[src/rtl/pipe_stage_buf.sv]
// Parametrised inter-stage pipeline register: valid/ready handshake, flush, bubble
// insertion, optional 2-entry skid for a registered in_ready, saturating stall counter.
module pipe_stage_buf #(
    parameter int unsigned  DATA_W     = 64,
    parameter int unsigned  SKID       = 1,
    parameter logic [511:0] BUBBLE_VAL = 512'h0000_0000_0000_0013,
    parameter int unsigned  CNT_W      = 16
) (
    input  logic              clk,
    input  logic              rst_n,
    input  logic              in_valid,
    output logic              in_ready,
    input  logic [DATA_W-1:0] in_data,
    output logic              out_valid,
    input  logic              out_ready,
    output logic [DATA_W-1:0] out_data,
    input  logic              flush,
    output logic [CNT_W-1:0]  stall_cnt,
    input  logic              stall_clr
);

    localparam logic [DATA_W-1:0] BUBBLE  = BUBBLE_VAL[DATA_W-1:0];
    localparam logic [CNT_W-1:0]  CNT_MAX = '1;

    function automatic logic [CNT_W-1:0] sat_inc(input logic [CNT_W-1:0] v);
        sat_inc = (v == CNT_MAX) ? v : v + 1'b1;
    endfunction

    logic              rdy_en_p0;
    logic              main_vld_p0;
    logic              skid_vld_p0;
    logic [DATA_W-1:0] main_data_p0;
    logic [DATA_W-1:0] skid_data_p0;
    logic              push;
    logic              pop;

    // rdy_en_p0 holds in_ready low while in reset and for the edge it is released on
    assign in_ready  = rdy_en_p0 & ((SKID != 0) ? ~skid_vld_p0 : (out_ready | ~main_vld_p0));
    assign push      = in_valid & in_ready;
    assign pop       = main_vld_p0 & out_ready;
    assign out_valid = main_vld_p0;
    assign out_data  = main_vld_p0 ? main_data_p0 : BUBBLE;

    // ---- stage p0: main / skid storage ----
    always_ff @(posedge clk or negedge rst_n) begin
        if (!rst_n) begin
            rdy_en_p0    <= 1'b0;
            main_vld_p0  <= 1'b0;
            skid_vld_p0  <= 1'b0;
            main_data_p0 <= BUBBLE;
            skid_data_p0 <= BUBBLE;
        end else begin
            rdy_en_p0 <= 1'b1;
            if (flush) begin
                main_vld_p0  <= 1'b0;
                skid_vld_p0  <= 1'b0;
                main_data_p0 <= BUBBLE;
                skid_data_p0 <= BUBBLE;
            end else if (SKID != 0) begin
                if (pop && skid_vld_p0) begin
                    // in_ready is low here, so no push competes with the refill
                    main_data_p0 <= skid_data_p0;
                    skid_vld_p0  <= 1'b0;
                end else if (push && (!main_vld_p0 || pop)) begin
                    main_data_p0 <= in_data;
                    main_vld_p0  <= 1'b1;
                end else if (push) begin
                    skid_data_p0 <= in_data;
                    skid_vld_p0  <= 1'b1;
                end else if (pop) begin
                    main_vld_p0 <= 1'b0;
                end
            end else begin
                if (push) begin
                    main_data_p0 <= in_data;
                    main_vld_p0  <= 1'b1;
                end else if (pop) begin
                    main_vld_p0 <= 1'b0;
                end
            end
        end
    end

    // ---- stall counter: clear beats increment, flush leaves it alone ----
    always_ff @(posedge clk or negedge rst_n) begin
        if (!rst_n) begin
            stall_cnt <= '0;
        end else if (stall_clr) begin
            stall_cnt <= '0;
        end else if (main_vld_p0 && !out_ready) begin
            stall_cnt <= sat_inc(stall_cnt);
        end
    end

endmodule

[config.mk]
export PLATFORM = sky130hd
export DESIGN_NAME = pipe_stage_buf
export DESIGN_NICKNAME = d
export VERILOG_FILES = /design/src/rtl/pipe_stage_buf.sv
export SDC_FILE = /design/constraint.sdc
export NUM_CORES = 1
export LEC_CHECK = 0
export BUFFER_PORTS_ARGS = -buffer_cell sky130_fd_sc_hd__buf_4
export CAP_MARGIN = 20
export CORE_MARGIN = 2
export CORE_UTILIZATION = 35
export DETAILED_ROUTE_END_ITERATION = 10
export PLACE_DENSITY = 0.56
export SYNTH_ARGS = -nofsm -noshare
export SYNTH_HDL_FRONTEND = slang
export SYNTH_SLANG_ARGS = --single-unit
[constraint.sdc]
create_clock -name clk -period 5.01 [get_ports clk]
set_clock_uncertainty 0.15 [all_clocks]
set_input_delay 1.002 -clock clk [delete_from_list [all_inputs] [get_ports clk]]
set_output_delay 1.002 -clock clk [all_outputs]
set_load 0.03 [all_outputs]
==> results.md <==
- Yosys reg bits: 147
- Crit-path max cell delay: 690 ps
- Switching Fraction: 0.242
- IO buf count: 151
- Crit share post-route: 0.644
- FF-to-FF End: main_data_p0[36]
- Hold path startpoint: main_data_p0[1]
- Grt ovf: 0
- Via density: 4.99
- Pwr per Cell Area: 337 mW/mm2
- Min-Delay Path Class: reg -> reg
- Die W: 145 um
- Crit path DAT: 3350 ps
- Number of synthesized flops with an enable pin: 0
- Worst Path Buf+Inv: 2
- Met2 usage: 0.262
- Commonest cells post-synth: 141 x dfrtp_1, 131 x nand2_1, 75 x nor2_1
- Post-layout util: 0.458
- Core box area: 0.0194 mm2
- Clock Pin Slew Worst Setup and Hold Paths: 60 ps
- P_int: 2.27 mW
- N_diodes: 0
- Outcome: finished, final reports clean
- Worst-Margin Slew: 1090 ps
- Starting density of the core: 0.356
- Post-CTS setup buffers: 0
- CP Capture Type: register
- R2R depth: 6
- Slew Limit Headroom: 0.265
- Sequential share of power: 0.430
- Area leader, netlist: dfrtp_1
- Clk Latency, worst-skew pair: 410 ps
- Synth area leaders: dfrtp_1 51%, nand2_1 7.1%, nand3b_1 6.7%
- WP data required: 5130 ps
- Syn Inst Count: 762
- CP Class: in -> reg
- Clk pwr share: 0.466
- Max Buffers Root-to-Sink: 2
- FF-to-FF Start: out_valid
- Final Setup Violations: 0
- Global-route wire length before repair: 28.2 mm
- Async SR Flop Fraction: 1.00
- Busiest grt layer: met2
- Critical path fanouts, max: 73
- Hold Slack: 348 ps
- Die Span Y: 145 um
- CP Launch Type: input port
- Hold Crit Endpoint: main_data_p0[1]
- Area grow syn2layout: 28.6%
- Design area: 0.00889 mm2
- Synth cell types: 42
- Part of the power in combinational logic: 0.104
- DRT Pass-1 Iters: 5
- Setup TNS: 0 ps
- Worst path most repeated cell: buf_4
- Routed wire per std cell: 15.1 um
- Cts bufs inserted: 17
- Net Sw Power: 0.724 mW
- Vias in the first global route: 5395
- Met3 usage: 0.0348
- Final Critical Period: 3230 ps
- Fin. max-slew vios: 0
- Row cnt: 51
- Post-synth top flop: dfrtp_1
- CP delay by family, top: simple AND/OR/NAND/NOR gates
- Post-Syn Area: 0.00691 mm2
- Most frequent cell after synthesis: dfrtp_1
- Final Hold Fails: 0
- Antenna-violating nets left: 0
- Nets: 951
- RePlAce Congestion: 0.783
- Initial antenna violation count: 0
- Post-synth top area share: 0.511
- Max Fclk: 310 MHz
- Cts hold-fix bufs: 0
- Post-Syn Area per Cell: 9.07 um2
- Syn_nets: 833
- Hold Crit Depth: 2
- Boundary Pins: 152
- Fraction of layout cells with a size suffix above 1: 0.231
- Placed cell areas: 0.00824 mm2
- Yosys Warn Count: 0
- Vias: 5774
- Post-synthesis sequential area ratio: 0.534
- GRT Resource Usage Total: 0.172
- RSZ-0062 raised after global routing: false
- Peak VDD IR: 209 uV
- Largest net degree at the start of global routing: 80
- Leak Pwr: 3.95 nW
- Number of DRC markers in iteration 0: 291
- Number of remaining DRC errors: 0
- Routed WL: 17.5 mm
- GR Util met1: 0.247
- H-Tree Depth: 4
- Clock sinks: 147
- Root Buffer Master: clkbuf_16
- FF-to-FF setup slack: 2120 ps
- Cells along the critical path: buf_4 -> nor2b_1 -> nand3_4 -> buf_4 -> nand3b_1 -> o21ai_0
- CTS-repair resized insts: 0
- Hpwl dp: 11.2 mm
- Max Cap Viol: 0
- Die area: 0.0209 mm2
- CTS tree: built
- Slowest stage cell, crit path: nor2b_1
[cells in the final DEF (no fill, tap or decap), types with 4 or more instances in the layout]
cell / n
o21ai_0: 71
or4_1: 4
a31oi_1: 62
nand3b_1: 62
and2_1: 61
nand2_1: 131
buf_4: 157
nor3_1: 8
clkbuf_16: 17
nand2b_1: 6
bufinv_16: 5
clkinv_2: 4
o31ai_1: 4
a21oi_1: 16
dfrtp_1: 140
nand3_1: 11
nor2_1: 74
inv_1: 4
nor2b_1: 4
dfstp_2: 6
[how the worst max path moves through the flow]
| stage | from | endpoint | slack (ps) | cells after the start |
|---|---|---|---|---|
| after global placement | out_ready | skid_data_p0[50] | 1440 | 6 |
| after detailed placement | out_ready | skid_data_p0[9] | 1330 | 6 |
| final | out_ready | skid_data_p0[9] | 1780 | 6 |
| after floorplan | out_valid | out_data[13] | 2370 | 4 |
| after global routing | out_ready | skid_data_p0[56] | 1530 | 6 |
| after CTS | out_ready | skid_data_p0[2] | 1770 | 6 |
[stage by stage]
stage | cells | setup WS (ps) | total power, mW
2_1_floorplan | 762 | 2370 | 1.48
3_3_place_gp | 1126 | 1440 | 1.62
3_5_place_dp | 1126 | 1330 | 1.63
4_1_cts | 1158 | 1770 | 3.03
5_1_grt | 1158 | 1530 | 3.13
6_report | 1158 | 1780 | 3.00
[sequential cells by signal (all words and copies together), names as in the netlist]
| name | flops |
|---|---|
| rdy_en_p0 | 1 |
| out_valid | 1 |
| main_data_p0 | 64 |
| stall_cnt | 16 |
| skid_vld_p0 | 1 |
| skid_data_p0 | 64 |
[worst min-delay path: stages (launching register included)]
cell and delay, ps:
dfstp_2 360, nor2_1 90, a21oi_1 40
[routing by layer]
metal / vias up / part of all wire
met5: - / 0
met1: 2751 / 0.48
met2: 143 / 0.46
met3: 15 / 0.051
li1: 2865 / -
met4: 0 / 0.012
[power by group through the flow]
| stage | Sequential [mW] | Combinational (mW) | Clock, mW |
|---|---|---|---|
| floorplan | 1.30 | 0.178 | 0 |
| global placement | 1.31 | 0.316 | 0 |
| detailed placement | 1.31 | 0.318 | 0 |
| CTS | 1.29 | 0.318 | 1.43 |
| global route | 1.30 | 0.347 | 1.49 |
| finish | 1.29 | 0.310 | 1.40 |
[cells by family (layout without fill, tap and decap cells)]
family,after synthesis,in the layout,share of synthesized area
DFF,147,147,0.534
buffers and inverters,64,195,0.0397
muxes,2,2,0.00290
and+or+nand+nor,380,380,0.283
AOI/OAI and AO/OA,167,167,0.139
other,1,1,0.000543
adders and majority gates,1,1,0.00181
[final cells by class]
| type | count | area (um2) |
|---|---|---|
| clock buffers | 18 | 439 |
| flip-flops and latches | 147 | 3690 |
| clock inverters | 14 | 210 |
| well taps | 265 | 332 |
| repair buffers | 159 | 1210 |
| fillers | 1967 | 10500 |
| multi-input cells | 551 | 3000 |
| inverters | 4 | 15.0 |
No activity file was read; power rests on OpenSTA's default activity.
